$ cat config.mk
export PLATFORM = sky130hd
export DESIGN_NAME = mru_share_arbiter_flat
export DESIGN_NICKNAME = d
export VERILOG_FILES = /design/src/rtl/mru_share_arbiter_pkg.sv /design/src/rtl/mru_share_arbiter_if.sv /design/src/rtl/mru_share_arbiter_list.sv /design/src/rtl/mru_share_arbiter.sv /design/src/flat_wrapper.sv
export SDC_FILE = /design/constraint.sdc
export NUM_CORES = 1
export LEC_CHECK = 0
export ABC_CLOCK_PERIOD_IN_PS = 9000
export CORE_ASPECT_RATIO = 0.8
export CORE_UTILIZATION = 55
export CTS_BUF_LIST = sky130_fd_sc_hd__clkbuf_4 sky130_fd_sc_hd__clkbuf_8 sky130_fd_sc_hd__clkbuf_16
export CTS_CLUSTER_SIZE = 20
export DETAILED_ROUTE_END_ITERATION = 10
export PLACE_DENSITY = 0.87
export SLEW_MARGIN = 20
export SYNTH_ARGS = -nofsm -noshare
export SYNTH_HDL_FRONTEND = slang
export SYNTH_SLANG_ARGS = --single-unit
$ cat constraint.sdc
create_clock -name clk -period 9 [get_ports clk]
set_input_delay 1.8 -clock clk [delete_from_list [all_inputs] [get_ports clk]]
set_output_delay 1.8 -clock clk [all_outputs]
set_load 0.01 [all_outputs]
$ cat src/rtl/mru_share_arbiter_pkg.sv
// mru_share_arbiter_pkg: shared state enum, default sizes and response record.
package mru_share_arbiter_pkg;

    typedef enum logic {RUN, FLUSH} state_t;

    localparam int NUM_REQ_D  = 4;
    localparam int DATA_W_D   = 8;
    localparam int DEPTH_D    = 4;
    localparam int RSP_ID_W   = $clog2(NUM_REQ_D);
    localparam int RSP_POS_W  = $clog2(DEPTH_D);
    localparam int RSP_DATA_W = DATA_W_D;

    typedef struct packed {
        logic [RSP_ID_W-1:0]   id;
        logic                  hit;
        logic [RSP_POS_W-1:0]  pos;
        logic                  evict_valid;
        logic [RSP_DATA_W-1:0] evict_data;
    } rsp_t;

endpackage

$ cat src/rtl/mru_share_arbiter_if.sv
// mru_share_arbiter_if: requester handshake and tagged response bundle.
interface mru_share_arbiter_if #(
    parameter int NUM_REQ = 4,
    parameter int DATA_W  = 8,
    parameter int DEPTH   = 4
);
    localparam int ID_W  = $clog2(NUM_REQ);
    localparam int POS_W = $clog2(DEPTH);

    logic [NUM_REQ-1:0]        req_valid;
    logic [NUM_REQ*DATA_W-1:0] req_data;
    logic [NUM_REQ-1:0]        req_ready;
    logic                      rsp_valid;
    logic [ID_W-1:0]           rsp_id;
    logic                      rsp_hit;
    logic [POS_W-1:0]          rsp_pos;
    logic                      rsp_evict_valid;
    logic [DATA_W-1:0]         rsp_evict_data;

    modport slave (
        input  req_valid, req_data,
        output req_ready, rsp_valid, rsp_id, rsp_hit, rsp_pos, rsp_evict_valid, rsp_evict_data
    );

    modport master (
        output req_valid, req_data,
        input  req_ready, rsp_valid, rsp_id, rsp_hit, rsp_pos, rsp_evict_valid, rsp_evict_data
    );

endinterface

$ cat src/rtl/mru_share_arbiter_list.sv
// mru_list_core: most-recently-used value list with move-to-front, insert/evict and per-entry clear.
module mru_list_core #(
    parameter int DATA_W = 8,
    parameter int DEPTH  = 4,
    parameter int POS_W  = $clog2(DEPTH)
) (
    input  logic                     clk,
    input  logic                     rst,
    input  logic                     i_upd,
    input  logic [DATA_W-1:0]        i_data,
    input  logic                     i_clr,
    input  logic [POS_W-1:0]         i_clr_idx,
    output logic                     o_hit,
    output logic [POS_W-1:0]         o_pos,
    output logic                     o_evict_valid,
    output logic [DATA_W-1:0]        o_evict_data,
    output logic [DEPTH*DATA_W-1:0]  o_mru_data,
    output logic [DEPTH-1:0]         o_mru_valid
);
    logic [DATA_W-1:0] r_data [DEPTH];
    logic [DEPTH-1:0]  r_valid;
    logic [DEPTH-1:0]  w_shift;

    // Entries are distinct, so at most one slot can match.
    always_comb begin
        o_hit = 1'b0;
        o_pos = '0;
        for (int k = 0; k < DEPTH; k++) begin
            if (r_valid[k] && r_data[k] == i_data) begin
                o_hit = 1'b1;
                o_pos = POS_W'(k);
            end
        end
    end

    always_comb begin
        w_shift = '0;
        for (int k = 1; k < DEPTH; k++)
            w_shift[k] = !o_hit || (POS_W'(k) <= o_pos);
    end

    assign o_evict_valid = !o_hit && r_valid[DEPTH-1];
    assign o_evict_data  = o_evict_valid ? r_data[DEPTH-1] : '0;

    always_ff @(posedge clk) begin
        if (rst) begin
            r_valid <= '0;
            for (int k = 0; k < DEPTH; k++)
                r_data[k] <= '0;
        end else if (i_clr) begin
            r_valid[i_clr_idx] <= 1'b0;
            r_data[i_clr_idx]  <= '0;
        end else if (i_upd) begin
            r_valid[0] <= 1'b1;
            r_data[0]  <= i_data;
            for (int k = 1; k < DEPTH; k++) begin
                if (w_shift[k]) begin
                    r_valid[k] <= r_valid[k-1];
                    r_data[k]  <= r_data[k-1];
                end
            end
        end
    end

    for (genvar g = 0; g < DEPTH; g++) begin : g_flat
        assign o_mru_data[g*DATA_W +: DATA_W] = r_data[g];
    end
    assign o_mru_valid = r_valid;

endmodule

$ cat src/rtl/mru_share_arbiter.sv
// mru_share_arbiter: round-robin access to a shared MRU value list with registered responses and sequenced flush.
module mru_share_arbiter
    import mru_share_arbiter_pkg::*;
#(
    parameter int NUM_REQ = NUM_REQ_D,
    parameter int DATA_W  = DATA_W_D,
    parameter int DEPTH   = DEPTH_D
) (
    input  logic                    clk,
    input  logic                    rst,
    mru_share_arbiter_if.slave      bus,
    input  logic                    i_flush,
    output logic                    o_flush_done,
    output logic                    o_busy,
    output logic [DEPTH*DATA_W-1:0] o_mru_data,
    output logic [DEPTH-1:0]        o_mru_valid
);
    localparam int ID_W  = $clog2(NUM_REQ);
    localparam int POS_W = $clog2(DEPTH);

    state_t             r_state, w_state_nxt;
    logic [POS_W-1:0]   r_cnt, w_cnt_nxt;
    logic [ID_W-1:0]    r_rr_ptr, w_gnt_id;
    logic               w_found, w_acc;
    logic [NUM_REQ-1:0] w_gnt;
    logic [DATA_W-1:0]  w_data;
    logic               w_hit;
    logic [POS_W-1:0]   w_pos;
    logic               w_ev_valid;
    logic [DATA_W-1:0]  w_ev_data;
    logic               r_rsp_valid;
    rsp_t               r_rsp;

    // Search begins one past the last winner so every requester gets a turn.
    always_comb begin
        w_found  = 1'b0;
        w_gnt_id = r_rr_ptr;
        for (int i = 1; i <= NUM_REQ; i++) begin
            if (!w_found && bus.req_valid[(int'(r_rr_ptr) + i) % NUM_REQ]) begin
                w_found  = 1'b1;
                w_gnt_id = ID_W'((int'(r_rr_ptr) + i) % NUM_REQ);
            end
        end
    end

    assign w_acc  = r_state == RUN && !i_flush && w_found;
    assign w_gnt  = w_acc ? NUM_REQ'(1) << w_gnt_id : '0;
    assign w_data = bus.req_data[w_gnt_id*DATA_W +: DATA_W];

    always_comb begin
        w_state_nxt = r_state == RUN ? (i_flush ? FLUSH : RUN) : (r_cnt == '0 ? RUN : FLUSH);
        w_cnt_nxt   = r_state == RUN ? POS_W'(DEPTH-1) : r_cnt - POS_W'(1);
    end

    always_ff @(posedge clk) begin
        if (rst) begin
            r_state <= RUN;
            r_cnt   <= '0;
        end else begin
            r_state <= w_state_nxt;
            r_cnt   <= w_cnt_nxt;
        end
    end

    always_ff @(posedge clk) begin
        if (rst) begin
            r_rr_ptr    <= ID_W'(NUM_REQ-1);
            r_rsp_valid <= 1'b0;
            r_rsp       <= '0;
        end else begin
            r_rsp_valid <= w_acc;
            if (w_acc) begin
                r_rr_ptr <= w_gnt_id;
                r_rsp    <= '{id: RSP_ID_W'(w_gnt_id), hit: w_hit, pos: RSP_POS_W'(w_pos),
                              evict_valid: w_ev_valid, evict_data: RSP_DATA_W'(w_ev_data)};
            end
        end
    end

    mru_list_core #(.DATA_W(DATA_W), .DEPTH(DEPTH), .POS_W(POS_W)) u_list (
        .clk          (clk),
        .rst          (rst),
        .i_upd        (w_acc),
        .i_data       (w_data),
        .i_clr        (r_state == FLUSH),
        .i_clr_idx    (r_cnt),
        .o_hit        (w_hit),
        .o_pos        (w_pos),
        .o_evict_valid(w_ev_valid),
        .o_evict_data (w_ev_data),
        .o_mru_data   (o_mru_data),
        .o_mru_valid  (o_mru_valid)
    );

    assign bus.req_ready       = w_gnt;
    assign bus.rsp_valid       = r_rsp_valid;
    assign bus.rsp_id          = ID_W'(r_rsp.id);
    assign bus.rsp_hit         = r_rsp.hit;
    assign bus.rsp_pos         = POS_W'(r_rsp.pos);
    assign bus.rsp_evict_valid = r_rsp.evict_valid;
    assign bus.rsp_evict_data  = DATA_W'(r_rsp.evict_data);
    assign o_busy              = r_state == FLUSH;
    assign o_flush_done        = o_busy && r_cnt == '0;

endmodule

$ cat src/flat_wrapper.sv
// flat-port wrapper written by rule: the top's interface ports become plain ports
module mru_share_arbiter_flat import mru_share_arbiter_pkg::*;
#(
    parameter int NUM_REQ = NUM_REQ_D,
    parameter int DATA_W  = DATA_W_D,
    parameter int DEPTH   = DEPTH_D
)
  (clk, rst, i_flush, o_flush_done, o_busy, o_mru_data, o_mru_valid, bus_req_valid, bus_req_data, bus_req_ready, bus_rsp_valid, bus_rsp_id, bus_rsp_hit, bus_rsp_pos, bus_rsp_evict_valid, bus_rsp_evict_data);
  mru_share_arbiter_if #(.NUM_REQ(NUM_REQ), .DATA_W(DATA_W), .DEPTH(DEPTH)) bus_i ();
  input  logic clk;
  input  logic rst;
  input  logic i_flush;
  output logic o_flush_done;
  output logic o_busy;
  output logic [DEPTH*DATA_W-1:0] o_mru_data;
  output logic [DEPTH-1:0] o_mru_valid;
  input wire logic [$bits(bus_i.req_valid)-1:0] bus_req_valid;
  input wire logic [$bits(bus_i.req_data)-1:0] bus_req_data;
  output wire logic [$bits(bus_i.req_ready)-1:0] bus_req_ready;
  output wire logic [$bits(bus_i.rsp_valid)-1:0] bus_rsp_valid;
  output wire logic [$bits(bus_i.rsp_id)-1:0] bus_rsp_id;
  output wire logic [$bits(bus_i.rsp_hit)-1:0] bus_rsp_hit;
  output wire logic [$bits(bus_i.rsp_pos)-1:0] bus_rsp_pos;
  output wire logic [$bits(bus_i.rsp_evict_valid)-1:0] bus_rsp_evict_valid;
  output wire logic [$bits(bus_i.rsp_evict_data)-1:0] bus_rsp_evict_data;
  assign bus_i.req_valid = bus_req_valid;
  assign bus_i.req_data = bus_req_data;
  assign bus_req_ready = bus_i.req_ready;
  assign bus_rsp_valid = bus_i.rsp_valid;
  assign bus_rsp_id = bus_i.rsp_id;
  assign bus_rsp_hit = bus_i.rsp_hit;
  assign bus_rsp_pos = bus_i.rsp_pos;
  assign bus_rsp_evict_valid = bus_i.rsp_evict_valid;
  assign bus_rsp_evict_data = bus_i.rsp_evict_data;
  mru_share_arbiter #(.NUM_REQ(NUM_REQ), .DATA_W(DATA_W), .DEPTH(DEPTH)) u_core (.clk(clk), .rst(rst), .bus(bus_i), .i_flush(i_flush), .o_flush_done(o_flush_done), .o_busy(o_busy), .o_mru_data(o_mru_data), .o_mru_valid(o_mru_valid));
endmodule
==> flow_metrics.env, run 1 <==
export IMPL_cts_resized=0
export IMPL_ioPinCount=96
export IMPL_firstDrtPassIters=8
export IMPL_status="finished clean"
export IMPL_wl_met3_um=2260
export IMPL_seq_power_share_pct=41.5
export IMPL_io_buffer_count=95
export IMPL_synthCells=525
export IMPL_hold_slack_ns=0.470
export IMPL_fp_dieW_um=99.1
export IMPL_rsz0062_at_grt="false"
export IMPL_hold_viol=0
export IMPL_antennaDiodeCount=0
export IMPL_seq_area_um2=1120
export IMPL_root_buffer="clkbuf_8"
export IMPL_cp_max_fo=17
export IMPL_final_setup_worst_slack_ns=2.74
export IMPL_synth_xor_area_share_pct=5.70
export IMPL_grt_pass1_vias=4212
export IMPL_cp_cell_sequence="clkdlybuf4s50_1 -> mux2i_1 -> or2_1 -> nand3_1 -> nor2_1 -> clkdlybuf4s50_1"
export IMPL_max_freq_mhz=160
export IMPL_ys_seq_area_share_pct=27.0
export IMPL_finalMaxSlewViolations=0
export IMPL_synth_avg_cell_area_um2=7.90
export IMPL_worstHoldPathType="flop to flop"
export IMPL_slew_headroom_pct=25.0
export IMPL_multi_input_area_um2=2750
export IMPL_overflow=0
export IMPL_grt_pass1_wl_um=23200
export IMPL_top_layer_used="met4"
export IMPL_ant_nets=0
export IMPL_finClkSkew_ns=0.0120
export IMPL_grt_usage_pct=38.6
export IMPL_p_sw_share_pct=38.0
export IMPL_synth_compound_area_share_pct=26.8
export IMPL_final_core_util_pct=73.1
export IMPL_ys_flop_type="dfxtp_1"
export IMPL_yosysTopAreaCell="dfxtp_1"
export IMPL_cts_setup_buffers=0
export IMPL_rows=27
export IMPL_antenna_found_initial=0
export IMPL_power_density_nw_per_um2=129
export IMPL_placed_cell_area_um2=5080
export IMPL_start_util_pct=58.5
export IMPL_reg2regPathDepth=10
export IMPL_h_tree_depth=2
export IMPL_fin_tns_setup_ns=0
export IMPL_cts_sinks=56
export IMPL_startpoint_type="primary input"
export IMPL_muxShareOfSynthArea_pct=7.75
export IMPL_viasPerCell=6.84
export IMPL_cp_slowest_cell="nand3_1"
export IMPL_cellLeakagePower_nw=1.95
export IMPL_required_ns=7.20
export IMPL_stdcell_area_um2=5190
export IMPL_wire_per_inst_um=22.3
export IMPL_die_area_um2=7900
export IMPL_drc=0
export IMPL_worstMarginPinSlew_ns=1.12
export IMPL_fin_cells=687
export IMPL_vdd_ir_drop_max_v=0.000110
export IMPL_place_ws_ns=2.65
export IMPL_cts_buffer_depth=2
export IMPL_nets=642
export IMPL_fin_crit_ns=6.26
export IMPL_finalCritPeriodShare_pct=69.5
export IMPL_synth_top_family_by_area="compound AO/OA/AOI/OAI gates"
export IMPL_cts_buffers=5
export IMPL_yosysUniqueCellTypes=72
export IMPL_startpoint="bus_req_valid[1]"
export IMPL_cts_hold_fix_buffers=0
export IMPL_dp_cells=679
export IMPL_whs_path_depth=1
export IMPL_ys_warnings_count=0
export IMPL_synthAdderAreaFrac_pct=1.21
export IMPL_placeableCoreArea_um2=7090
export IMPL_power_internal_mw=0.416
export IMPL_power_total_mw=0.670
export IMPL_synth_area_leaders="dfxtp_1 (27%), mux2i_1 (7.5%), nand2_1 (7.2%), a21oi_1 (4.2%), xor2_1 (3.8%)"
export IMPL_grt_start_max_net_pins=25
export IMPL_cts_tree="built"
export IMPL_p_sw_mw=0.255
export IMPL_layout_commonest_cell="clkdlybuf4s50_1"
export IMPL_p_comb_share_pct=35.5
export IMPL_drive_above_1_share_pct=6.17
export IMPL_arrival_ns=4.46
export IMPL_cpPeakStageDelay_ns=0.58
export IMPL_drt_wl_total_um=15300
export IMPL_worstSetupPathType="primary input to output port"
export IMPL_end_kind="output port"
export IMPL_synth_top_area_share_pct=27.0
export IMPL_r2r_start="u_core.r_rr_ptr[1]$_SDFFE_PP1P_"
export IMPL_vias=4700
export IMPL_wl_met1_um=6200
export IMPL_syn_area_um2=4150
export IMPL_dr_wl_met2_um=6540
export IMPL_cts_clk_slew_worst_paths_ns=0.12
export IMPL_setup_viol=0
export IMPL_synth_edf_count=0
export IMPL_drv_cap=0
export IMPL_gp_congestion=0.996
export IMPL_syn_to_final_growth_pct=25.1
export IMPL_nFillCells=563
export IMPL_hpwl_um=11500
export IMPL_clkLatencyLatePin_ns=0.32
export IMPL_syn_nets=568
export IMPL_most_common_layout_cells="clkdlybuf4s50_1 (95), nand2_1 (80), dfxtp_1 (56), a21oi_1 (33), mux2i_1 (31)"
export IMPL_power_frac_clock_pct=23.0
export IMPL_die_height_um=79.7
export IMPL_hold_path_startpoint="u_core.bus.rsp_evict_valid$_SDFFE_PP0P_"
export IMPL_path_common_cell="clkdlybuf4s50_1"
export IMPL_synth_async_reset_ratio_pct=0
export IMPL_drt_first_iter_violations=519
export IMPL_yosys_register_bits=56
export IMPL_synth_simple_area_share_pct=24.4
-- final timing paths --
check                                       endpoint  slack (ns)
max                                 bus_req_ready[2]        2.74
min          u_core.bus.rsp_evict_valid$_SDFFE_PP0P_        0.47
max reg2reg  u_core.u_list.r_data[2][6]$_SDFFE_PP0P_        4.70
min reg2reg  u_core.bus.rsp_evict_valid$_SDFFE_PP0P_        0.47
-- worst max-delay path: cells and delay by family --
kind | cells | cell delay (ns)
multiplexers | 1 | 0.22
AND/OR/NAND/NOR | 3 | 1.34
buffers and inverters | 2 | 1.08
-- metal layers --
layer,up-vias,GRT usage [%]
li1,2092,-
met5,-,0
met2,376,58.3
met4,0,11.5
met3,32,10.9
met1,2200,53.4
-- cell usage after synthesis, types with 6 or more instances --
library cell	number
nand2_1	80
dfxtp_1	56
a21oi_1	35
mux2i_1	31
inv_1	28
nor2_1	24
xor2_1	18
and3_1	17
clkbuf_1	17
nand4_1	15
nor4_1	11
o21ai_0	10
a22o_1	9
nand3_1	9
nor3_1	9
xnor2_1	9
a311oi_1	7
nand2b_1	7
buf_4	6
o22ai_1	6
-- logic make-up after synthesis --
family,count (synthesis)
xor gates and xnor gates,27
muxes,32
DFF,56
adders and majority gates,4
and+or+nand+nor,198
AOI/OAI and AO/OA,145
buffers and inverters,63
-- flip-flops by register name, indices dropped and copies added (netlist names) --
name,count
u_core.bus.rsp_pos,2
u_core.bus.rsp_evict_valid,1
u_core.o_busy,1
u_core.r_cnt,2
u_core.u_list.r_data,32
u_core.bus.rsp_evict_data,8
u_core.bus.rsp_hit,1
u_core.bus.rsp_valid,1
u_core.u_list.o_mru_valid,4
u_core.r_rr_ptr,2
u_core.bus.rsp_id,2
-- power groups by stage --
stage | Clock (mW) | Sequential (mW) | Combinational, mW
floorplan | 0 | 0.277 | 0.150
finish | 0.154 | 0.278 | 0.238
global route | 0.165 | 0.279 | 0.253
detailed placement | 0 | 0.282 | 0.229
CTS | 0.153 | 0.277 | 0.231
global placement | 0 | 0.282 | 0.225
-- layout make-up --
class / count / share of cell area (%)
Multi-Input combinational cell: 406 / 53.1
Clock inverter: 3 / 0.555
Tap cell: 87 / 2.10
Timing Repair Buffer: 102 / 19.3
Clock buffer: 5 / 1.33
Inverter: 28 / 2.03
Sequential cell: 56 / 21.6
(Power assumes the default switching activity.)
==> inputs of run 2 (changes only) <==
--- a/config.mk
+++ b/config.mk
@@ -5,13 +5,13 @@
 export SDC_FILE = /design/constraint.sdc
 export NUM_CORES = 1
 export LEC_CHECK = 0
-export ABC_CLOCK_PERIOD_IN_PS = 9000
+export ABC_CLOCK_PERIOD_IN_PS = 6150
 export CORE_ASPECT_RATIO = 0.8
-export CORE_UTILIZATION = 55
+export CORE_UTILIZATION = 51
 export CTS_BUF_LIST = sky130_fd_sc_hd__clkbuf_4 sky130_fd_sc_hd__clkbuf_8 sky130_fd_sc_hd__clkbuf_16
 export CTS_CLUSTER_SIZE = 20
 export DETAILED_ROUTE_END_ITERATION = 10
-export PLACE_DENSITY = 0.87
+export PLACE_DENSITY = 0.81
 export SLEW_MARGIN = 20
 export SYNTH_ARGS = -nofsm -noshare
 export SYNTH_HDL_FRONTEND = slang
==> constraint.sdc (replaced) <==
create_clock -name clk -period 6.15 [get_ports clk]
set_input_delay 1.23 -clock clk [delete_from_list [all_inputs] [get_ports clk]]
set_output_delay 1.23 -clock clk [all_outputs]
set_load 0.01 [all_outputs]
==> run 2 against run 1 <==
Against the previous run:
- final cell count up 3.3%
- register-to-register slack worse by 2.8 ns
- utilization down 6.8 points
- combinational power up 47%
- hold slack better by 0.0057 ns
- flip-flop and latch count unchanged
- first-iteration DRC count down 9.1%
==> flow_metrics.env, run 2 (same netlist as run 1, synthesis figures left out) <==
export IMPL_status="finished clean"
export IMPL_firstDrtPassIters=5
export IMPL_power_total_mw=1.01
export IMPL_slew_headroom_pct=26.4
export IMPL_finalCritPeriodShare_pct=84.0
export IMPL_largest_register_ffs=32
export IMPL_die_area_um2=8500
export IMPL_clkLatencyLatePin_ns=0.32
export IMPL_worstMarginPinSlew_ns=1.10
export IMPL_cts_clk_slew_worst_paths_ns=0.10
export IMPL_final_setup_worst_slack_ns=0.987
export IMPL_cts_buffers=5
export IMPL_ioPinCount=96
export IMPL_wire_per_inst_um=21.0
export IMPL_cellLeakagePower_nw=1.97
export IMPL_nFillCells=705
export IMPL_grt_usage_pct=35.1
export IMPL_gp_congestion=1.05
export IMPL_stdcell_area_um2=5240
export IMPL_cp_max_fo=17
export IMPL_critPathBufInv=2
export IMPL_hold_viol=0
export IMPL_cts_sinks=56
export IMPL_cp_cell_sequence="clkdlybuf4s50_1 -> mux2i_1 -> or2_1 -> nand3_1 -> nor2_1 -> clkdlybuf4s50_1"
export IMPL_layout_commonest_cell="clkdlybuf4s50_1"
export IMPL_nets=644
export IMPL_rows=29
export IMPL_wl_met3_um=1590
export IMPL_vdd_ir_drop_max_v=0.000131
export IMPL_fin_crit_ns=5.16
export IMPL_finalMaxSlewViolations=0
export IMPL_root_buffer="clkbuf_8"
export IMPL_vias=4552
export IMPL_setup_viol=0
export IMPL_fin_tns_setup_ns=0
export IMPL_worstSetupPathType="primary input to output port"
export IMPL_required_ns=4.92
export IMPL_drive_above_1_share_pct=6.48
export IMPL_end_kind="output port"
export IMPL_placed_cell_area_um2=5120
export IMPL_cts_tree="built"
export IMPL_io_buffer_count=95
export IMPL_drc=0
export IMPL_top_register="u_core.u_list.r_data"
export IMPL_cts_resized=0
export IMPL_worstHoldPathType="flop to flop"
export IMPL_most_common_layout_cells="clkdlybuf4s50_1 (95), nand2_1 (80), dfxtp_1 (56), a21oi_1 (32), mux2i_1 (31)"
export IMPL_path_common_cell="clkdlybuf4s50_1"
export IMPL_cts_buffer_depth=2
export IMPL_antennaDiodeCount=0
export IMPL_placeableCoreArea_um2=7910
export IMPL_arrival_ns=3.93
export IMPL_grt_pass1_vias=4242
export IMPL_h_tree_depth=2
export IMPL_dr_wl_met2_um=6310
export IMPL_cp_top_family="simple AND/OR/NAND/NOR gates"
export IMPL_cts_setup_buffers=0
export IMPL_drv_cap=0
export IMPL_wl_met1_um=6650
export IMPL_overflow=0
export IMPL_max_freq_mhz=194
export IMPL_drt_wl_total_um=14900
export IMPL_cts_hold_fix_buffers=0
export IMPL_startpoint_type="primary input"
export IMPL_place_ws_ns=0.917
export IMPL_cp_slowest_cell="nand3_1"
export IMPL_cpPeakStageDelay_ns=0.57
export IMPL_grt_start_max_net_pins=21
export IMPL_top_layer_used="met4"
export IMPL_antenna_found_initial=0
export IMPL_ant_nets=0
export IMPL_syn_to_final_growth_pct=26.4
export IMPL_fp_dieW_um=103
export IMPL_power_density_nw_per_um2=194
export IMPL_die_height_um=82.7
export IMPL_start_util_pct=52.5
export IMPL_final_core_util_pct=66.3
export IMPL_finClkSkew_ns=0.00645
export IMPL_grt_pass1_wl_um=22300
export IMPL_viasPerCell=6.41
export IMPL_rsz0062_at_grt="false"
export IMPL_drt_first_iter_violations=472
export IMPL_hpwl_um=11200
[run 2: final timing paths]
check	cells past startpoint	start	slack, ns	endpoint
setup / recovery	6	bus_req_valid[1]	0.99	bus_req_ready[0]
setup reg to reg	9	u_core.r_rr_ptr[1]$_SDFFE_PP1P_	1.93	u_core.bus.rsp_evict_data[4]$_SDFFE_PP0P_
hold / removal	1	u_core.bus.rsp_evict_valid$_SDFFE_PP0P_	0.48	u_core.bus.rsp_evict_valid$_SDFFE_PP0P_
hold reg to reg	1	u_core.bus.rsp_evict_valid$_SDFFE_PP0P_	0.48	u_core.bus.rsp_evict_valid$_SDFFE_PP0P_
[run 2: area by class of cell]
cell class	count	area, um2	area share, %
tap	108	135	2.58
sequential	56	1120	21.4
multi-input combinational	406	2750	52.4
inverter	28	105	2.00
clock buffer	6	76.3	1.46
timing repair buffer	104	1020	19.4
clock inverter	2	38.8	0.740
[run 2: stage by stage]
| stage | cells | hold slack [ns] |
|---|---|---|
| after floorplan | 525 | 0.470 |
| after global placement | 702 | 0.434 |
| after detailed placement | 702 | 0.448 |
| final | 710 | 0.475 |
| after global routing | 710 | 0.501 |
| after CTS | 710 | 0.472 |
[run 2: metal layers]
metal / global-route usage, % / up-vias
met2: 53.5 / 249
li1: - / 2106
met5: 0 / -
met3: 6.65 / 28
met4: 11.0 / 0
met1: 49.8 / 2169
[run 2: worst register-to-register path, cell delays in order (launching register included)]
cell and delay [ns]:
dfxtp_1 0.58, mux2i_1 0.28, or2_1 0.54, nand3_1 0.58, a211oi_1 0.78, nor2_1 0.16
xnor2_1 0.18, and4_1 0.27, nor4_4 0.58, a22o_1 0.21
[run 2: power by group]
part	switching [mW]	internal, mW	total [mW]	leakage, nW
sequential	0.0285	0.377	0.406	0.455
combinational	0.202	0.146	0.349	1.45
clock	0.133	0.128	0.261	0.0592
total	0.363	0.652	1.01	1.97
==> inputs of run 3 (changes only) <==
--- a/config.mk
+++ b/config.mk
@@ -5,13 +5,13 @@
 export SDC_FILE = /design/constraint.sdc
 export NUM_CORES = 1
 export LEC_CHECK = 0
-export ABC_CLOCK_PERIOD_IN_PS = 6150
+export ABC_CLOCK_PERIOD_IN_PS = 4400
 export CORE_ASPECT_RATIO = 0.8
-export CORE_UTILIZATION = 51
+export CORE_UTILIZATION = 46
 export CTS_BUF_LIST = sky130_fd_sc_hd__clkbuf_4 sky130_fd_sc_hd__clkbuf_8 sky130_fd_sc_hd__clkbuf_16
 export CTS_CLUSTER_SIZE = 20
 export DETAILED_ROUTE_END_ITERATION = 10
-export PLACE_DENSITY = 0.81
+export PLACE_DENSITY = 0.77
 export SLEW_MARGIN = 20
 export SYNTH_ARGS = -nofsm -noshare
 export SYNTH_HDL_FRONTEND = slang
==> constraint.sdc (replaced) <==
create_clock -name clk -period 4.4 [get_ports clk]
set_input_delay 0.88 -clock clk [delete_from_list [all_inputs] [get_ports clk]]
set_output_delay 0.88 -clock clk [all_outputs]
set_load 0.01 [all_outputs]
==> run 3 against run 2 <==
Against the previous run:
- critical path depth increased by 5
- clock skew about the same
- first-iteration DRC count decreased by 22%
- via count increased by 1.2%
- critical path type is now primary input to flop
- critical endpoint is now u_core.u_list.o_mru_valid[3]$_SDFFE_PP0P_
==> flow_metrics.env, run 3 (same netlist as run 1, synthesis figures left out) <==
export IMPL_r2r_setup_slack_ns=0.81
export IMPL_cts_clk_slew_worst_paths_ns=0.07
export IMPL_rows=30
export IMPL_h_tree_depth=2
export IMPL_max_freq_mhz=243
export IMPL_hpwl_um=12400
export IMPL_drive_above_1_share_pct=8.89
export IMPL_drt_first_iter_violations=368
export IMPL_fp_dieW_um=108
export IMPL_worstMarginPinSlew_ns=0.689
export IMPL_layout_commonest_cell="clkdlybuf4s50_1"
export IMPL_slew_headroom_pct=52.9
export IMPL_r2r_end="u_core.u_list.r_data[2][7]$_SDFFE_PP0P_"
export IMPL_grt_start_max_net_pins=21
export IMPL_syn_to_final_growth_pct=31.3
export IMPL_viasPerCell=6.30
export IMPL_root_buffer="clkbuf_16"
export IMPL_clkLatencyLatePin_ns=0.29
export IMPL_end_kind="flop"
export IMPL_start_util_pct=48.1
export IMPL_power_density_nw_per_um2=277
export IMPL_hold_end="u_core.bus.rsp_evict_valid$_SDFFE_PP0P_"
export IMPL_ioPinCount=96
export IMPL_cts_hold_fix_buffers=0
export IMPL_grt_pass1_wl_um=24400
export IMPL_finalCritPeriodShare_pct=93.7
export IMPL_die_height_um=86.9
export IMPL_ant_nets=0
export IMPL_nets=661
export IMPL_cellLeakagePower_nw=2.07
export IMPL_status="finished clean"
export IMPL_grt_busiest_layer="met2"
export IMPL_cts_buffers=5
export IMPL_cts_buffer_depth=2
export IMPL_fin_tns_setup_ns=0
export IMPL_cts_tree="built"
export IMPL_gp_congestion=0.961
export IMPL_drt_wl_total_um=16500
export IMPL_firstDrtPassIters=5
export IMPL_finalMaxSlewViolations=0
export IMPL_cts_resized=0
export IMPL_drv_cap=0
export IMPL_rsz0062_at_grt="false"
export IMPL_startpoint_type="primary input"
export IMPL_vias=4608
export IMPL_worstSetupPathType="primary input to flop"
export IMPL_use_met1_pct=48.5
export IMPL_antenna_found_initial=0
export IMPL_cts_setup_buffers=0
export IMPL_antennaDiodeCount=0
export IMPL_worstHoldPathType="flop to flop"
export IMPL_hold_path_startpoint="u_core.bus.rsp_evict_valid$_SDFFE_PP0P_"
export IMPL_grt_pass1_vias=4298
export IMPL_required_ns=4.58
export IMPL_die_area_um2=9410
export IMPL_top_register="u_core.u_list.r_data"
export IMPL_hold_viol=0
export IMPL_fin_crit_ns=4.12
export IMPL_reg2regPathDepth=10
export IMPL_use_met2_pct=55.1
export IMPL_most_common_layout_cells="clkdlybuf4s50_1 (95), nand2_1 (80), dfxtp_1 (56), a21oi_1 (33), mux2i_1 (31)"
export IMPL_final_core_util_pct=63.1
export IMPL_setup_viol=0
export IMPL_r2r_start="u_core.r_rr_ptr[1]$_SDFFE_PP1P_"
export IMPL_vdd_ir_drop_max_v=0.000292
export IMPL_finClkSkew_ns=0.00619
export IMPL_overflow=0
export IMPL_cp_max_fo=10
export IMPL_placeableCoreArea_um2=8630
export IMPL_wire_per_inst_um=22.5
export IMPL_arrival_ns=4.30
export IMPL_use_met3_pct=8.00
export IMPL_drc=0
export IMPL_largest_register_ffs=32
export IMPL_cts_sinks=56
export IMPL_whs_path_depth=1
export IMPL_io_buffer_count=95
export IMPL_grt_usage_pct=34.9
## run 3: cell count changes in the layout (fill, tap and decap cells not counted)
cell,delta
inv_6,-1
buf_12,+3
a21oi_2,-1
clkinvlp_4,+1
clkbuf_8,-4
buf_4,+14
clkbuf_16,+5
a21oi_1,+1
bufinv_16,-1
## run 3: worst max path at each step
stage | start | slack [ns] | cells past startpoint | end
after floorplan | bus_req_valid[1] | 1.05 | 11 | u_core.u_list.o_mru_valid[2]$_SDFFE_PP0P_
after global placement | bus_req_valid[0] | 0.08 | 11 | u_core.u_list.r_data[3][2]$_SDFFE_PP0P_
after detailed placement | bus_req_valid[0] | 0.02 | 11 | u_core.u_list.o_mru_valid[3]$_SDFFE_PP0P_
after CTS | bus_req_valid[0] | 0.32 | 11 | u_core.u_list.o_mru_valid[3]$_SDFFE_PP0P_
after global routing | bus_req_valid[0] | 0.01 | 11 | u_core.u_list.r_data[1][3]$_SDFFE_PP0P_
final | bus_req_valid[0] | 0.28 | 11 | u_core.u_list.o_mru_valid[3]$_SDFFE_PP0P_
## run 3: worst max-delay path: stages
cell	delay (ns)
clkdlybuf4s50_1	0.55
and3b_1	0.38
buf_4	0.26
nor4_1	0.36
a22oi_1	0.15
a2111oi_0	0.68
a31o_2	0.27
and4_1	0.32
o31ai_1	0.10
buf_4	0.22
mux2i_1	0.13
## run 3: cell type report
class / count / area [um2]
fill: 772 / 3180
multi-input combinational: 406 / 2750
timing repair buffer: 121 / 1180
sequential: 56 / 1120
clock buffer: 7 / 146
tap: 112 / 140
inverter: 28 / 105
clock inverter: 1 / 7.51
## run 3: metal layers
metal  vias up  share of wire (%)
met5         -                  0
met1      2220                 45
li1       2129                  -
met4         0                1.5
met2       240                 44
met3        19                 10
## run 3: power breakdown
| part | leakage [nW] | switching (mW) | internal [mW] | total, mW |
|---|---|---|---|---|
| registers | 0.455 | 0.0416 | 0.527 | 0.569 |
| logic | 1.54 | 0.299 | 0.230 | 0.529 |
| clock network | 0.0736 | 0.179 | 0.233 | 0.412 |
## run 3: metrics by stage
stage	std cells	setup WS (ns)	total power [mW]	area [um2]	hold slack [ns]
after detailed placement	723	0.0174	1.09	5290	0.450
after global routing	731	0.0137	1.57	5450	0.483
after CTS	731	0.322	1.50	5440	0.466
after global placement	723	0.0842	1.09	5290	0.434
final	731	0.279	1.51	5450	0.459
after floorplan	525	1.05	0.873	4150	0.470
==> RTL edit, RTL diff (config.mk and constraints of run 1) <==
Make the reset (`rst`) asynchronous in 3 clocked blocks.
--- a/src/rtl/mru_share_arbiter_list.sv
+++ b/src/rtl/mru_share_arbiter_list.sv
@@ -42,7 +42,7 @@
     assign o_evict_valid = !o_hit && r_valid[DEPTH-1];
     assign o_evict_data  = o_evict_valid ? r_data[DEPTH-1] : '0;
 
-    always_ff @(posedge clk) begin
+    always_ff @(posedge clk or posedge rst) begin
         if (rst) begin
             r_valid <= '0;
             for (int k = 0; k < DEPTH; k++)
--- a/src/rtl/mru_share_arbiter.sv
+++ b/src/rtl/mru_share_arbiter.sv
@@ -52,7 +52,7 @@
         w_cnt_nxt   = r_state == RUN ? POS_W'(DEPTH-1) : r_cnt - POS_W'(1);
     end
 
-    always_ff @(posedge clk) begin
+    always_ff @(posedge clk or posedge rst) begin
         if (rst) begin
             r_state <= RUN;
             r_cnt   <= '0;
@@ -62,7 +62,7 @@
         end
     end
 
-    always_ff @(posedge clk) begin
+    always_ff @(posedge clk or posedge rst) begin
         if (rst) begin
             r_rr_ptr    <= ID_W'(NUM_REQ-1);
             r_rsp_valid <= 1'b0;
Function: differs if rst is asserted again (counterexample within 4 cycles, from zero or initial values and one cycle with rst high); with rst held inactive, the same outputs for 4 cycles.
==> RTL edit against run 1 <==
- setup slack better by 0.31 ns
- fmax increased by 5.2%
- sequential cell count unchanged
- count of clock-buffer cells in the layout rose by 1
- synthesized area rose by 2.1%
- routed wire length is 14% lower
- final area is 2.1% higher
- largest cell class unchanged
Power is not compared: it rests on default switching activity, and its combinational part moved more than twofold at a synthesized area within 25%.
==> RTL edit: results (changes against run 1) <==
stage;metric;value;unit;change
logic_synthesis;synth.area.top_cells;dfrtp_1 32%, mux2i_1 4.3%, nand2_1 4.3%;;
cells_and_area;drive_above_1_share;11.4;%;+5.3 points
cells_and_area;layout.nets;584;;-9.0%
placed_design;dp_hpwl;9950;µm;-13%
detailed_routing;vias;4153;;-12%
logic_synthesis;syn_nets;504;;-11%
logic_synthesis;ys_types;79;;+9.7%
status;outcome;complete, no violations;;
detailed_routing;first_pass_iters;6;;-2
clock_network;clock_tree.buffer_depth;2;;unchanged
logic_synthesis;synth-seq-area-share;33.1;%;+6.1 points
grt;grtUsageTotal;33.3;%;-5.2 points
worst_setup_path;r2r_end;u_core.u_list.o_mru_data[9];;
detailed_routing;wl_per_cell;20.5;µm;-8.2%
min_path;hold_start;u_core.bus.rsp_evict_valid;;
sta;skew;0.00839;ns;-0.00361 ns
grt;grt_start_max_net_pins;57;;+130%
worst_setup_path;reg2reg_depth;9;;-1
worst_setup_path;rr_startpoint;u_core.r_rr_ptr[0];;
min_path;hp-class;reg -> reg;;
clock_network;clk_latency;0.31;ns;
min_path;hold_path_end;u_core.bus.rsp_evict_valid;;
cells_and_area;final_cells;647;;-5.8%
grt;grt_pass1_wl;20700;µm;-11%
power;leakage;2.14;nW;
worst_setup_path;slowest_delay;0.59;ns;
logic_synthesis;synth_top_area_share;31.9;%;+4.9 points
worst_setup_path;path_max_fanout;18;;+1
logic_synthesis;synthTopCellsByCount;54 x dfrtp_1, 48 x nand2_1, 26 x inv_1;;
worst_setup_path;crit_arrival;4.15;ns;-0.31 ns
logic_synthesis;syn_inst;461;;-12%
clock_network;htree_num_levels;2;;unchanged
detailed_routing;final_antenna_net_count;0;;unchanged
cells_and_area;n_antenna_cell;0;;unchanged
logic_synthesis;async_reset_ff_share;100;%;+100 points
logic_synthesis;synthFlopType;dfrtp_1;;
placed_design;place_area;5200;µm²;+2.5%
placed_design;finalWeightedCongestion;0.952;;-4.4%
clock_network;clk_pin_slew;0.10;ns;-0.02 ns
grt;grt_pass1_vias;3904;;-7.3%
cells_and_area;fillerInstances;588;;+4.4%
worst_setup_path;slowest_stage;clkdlybuf4s50_1;;
detailed_routing;drt-initial-drc-count;404;;-22%
worst_setup_path;r2r_slack;4.66;ns;-0.04 ns
placed_design;io_buffers;95;;unchanged
placed_design;placed_cells;639;;-5.9%
sta;slew_headroom;27.7;%;+2.7 points
RTL edit: changes by cell type after synthesis, sizes merged, moves of 12 or more:
cell / delta
dfrtp: +54
nand2: -31
mux2i: -13
nor3: +19
a21oi: -21
o21ai: +16
dfxtp: -56
and3: -14
xor2: -12
RTL edit: metal layers:
layer | up-vias | routed length [µm] | global-route usage (%) | share of wire [%]
met3 | 37 | 1090 | 5.22 | 8.2
met5 | - | 0 | 0 | 0
li1 | 1889 | - | - | -
met1 | 1993 | 5640 | 45.6 | 43
met4 | 0 | 369 | 11.7 | 2.8
met2 | 234 | 6140 | 53.7 | 46
RTL edit: worst max path at each step:
| stage | from | to | slack (ns) | cells after the start |
|---|---|---|---|---|
| 5_1_grt | bus_req_valid[0] | bus_req_ready[0] | 2.88 | 5 |
| 3_3_place_gp | bus_req_valid[1] | u_core.u_list.o_mru_data[15] | 3.15 | 11 |
| 3_5_place_dp | bus_req_valid[1] | u_core.u_list.o_mru_data[9] | 2.91 | 11 |
| 4_1_cts | bus_req_valid[0] | bus_req_ready[2] | 3.06 | 5 |
| 6_report | bus_req_valid[0] | bus_req_ready[2] | 3.05 | 5 |
| 2_1_floorplan | bus_req_valid[3] | bus_req_ready[0] | 3.85 | 8 |
RTL edit: final cells by class:
class | count | share of cell area (%)
clock buffers | 6 | 1.44
clock inverters | 2 | 0.307
well taps | 105 | 2.48
multi-input cells | 352 | 48.7
repair buffers | 100 | 18.7
inverters | 26 | 1.89
flip-flops and latches | 56 | 26.5
RTL edit: worst max-delay path: cells and delay by family:
family | cells | cell delay (ns)
buffers and inverters | 2 | 1.13
AND/OR/NAND/NOR | 3 | 1.21
RTL edit: cell families after synthesis:
logic type,share of synthesized area (%)
flops,33.1
buf+inv,5.97
mux,8.42
xor+xnor,3.31
fa+ha+maj,1.18
simple gates,22.9
compound gates,25.1
RTL edit: stage by stage:
step           setup WS [ns]  hold WS [ns]  utilization (%)  power (mW)
6_report                3.05         0.488             71.3        1.63
5_1_grt                 2.88         0.501             71.3        1.73
4_1_cts                 3.06         0.488             71.3        1.61
3_5_place_dp            2.91         0.465             70.1        1.47
3_3_place_gp            3.15         0.461             70.0        1.45
2_1_floorplan           3.85         0.464                -        1.12
RTL edit: power by group through the flow:
stage	clock network (mW)	logic [mW]	registers (mW)
floorplan	0	0.677	0.441
global placement	0	0.996	0.449
detailed placement	0	1.01	0.454
CTS	0.147	1.02	0.450
global route	0.158	1.11	0.463
finish	0.145	1.03	0.454
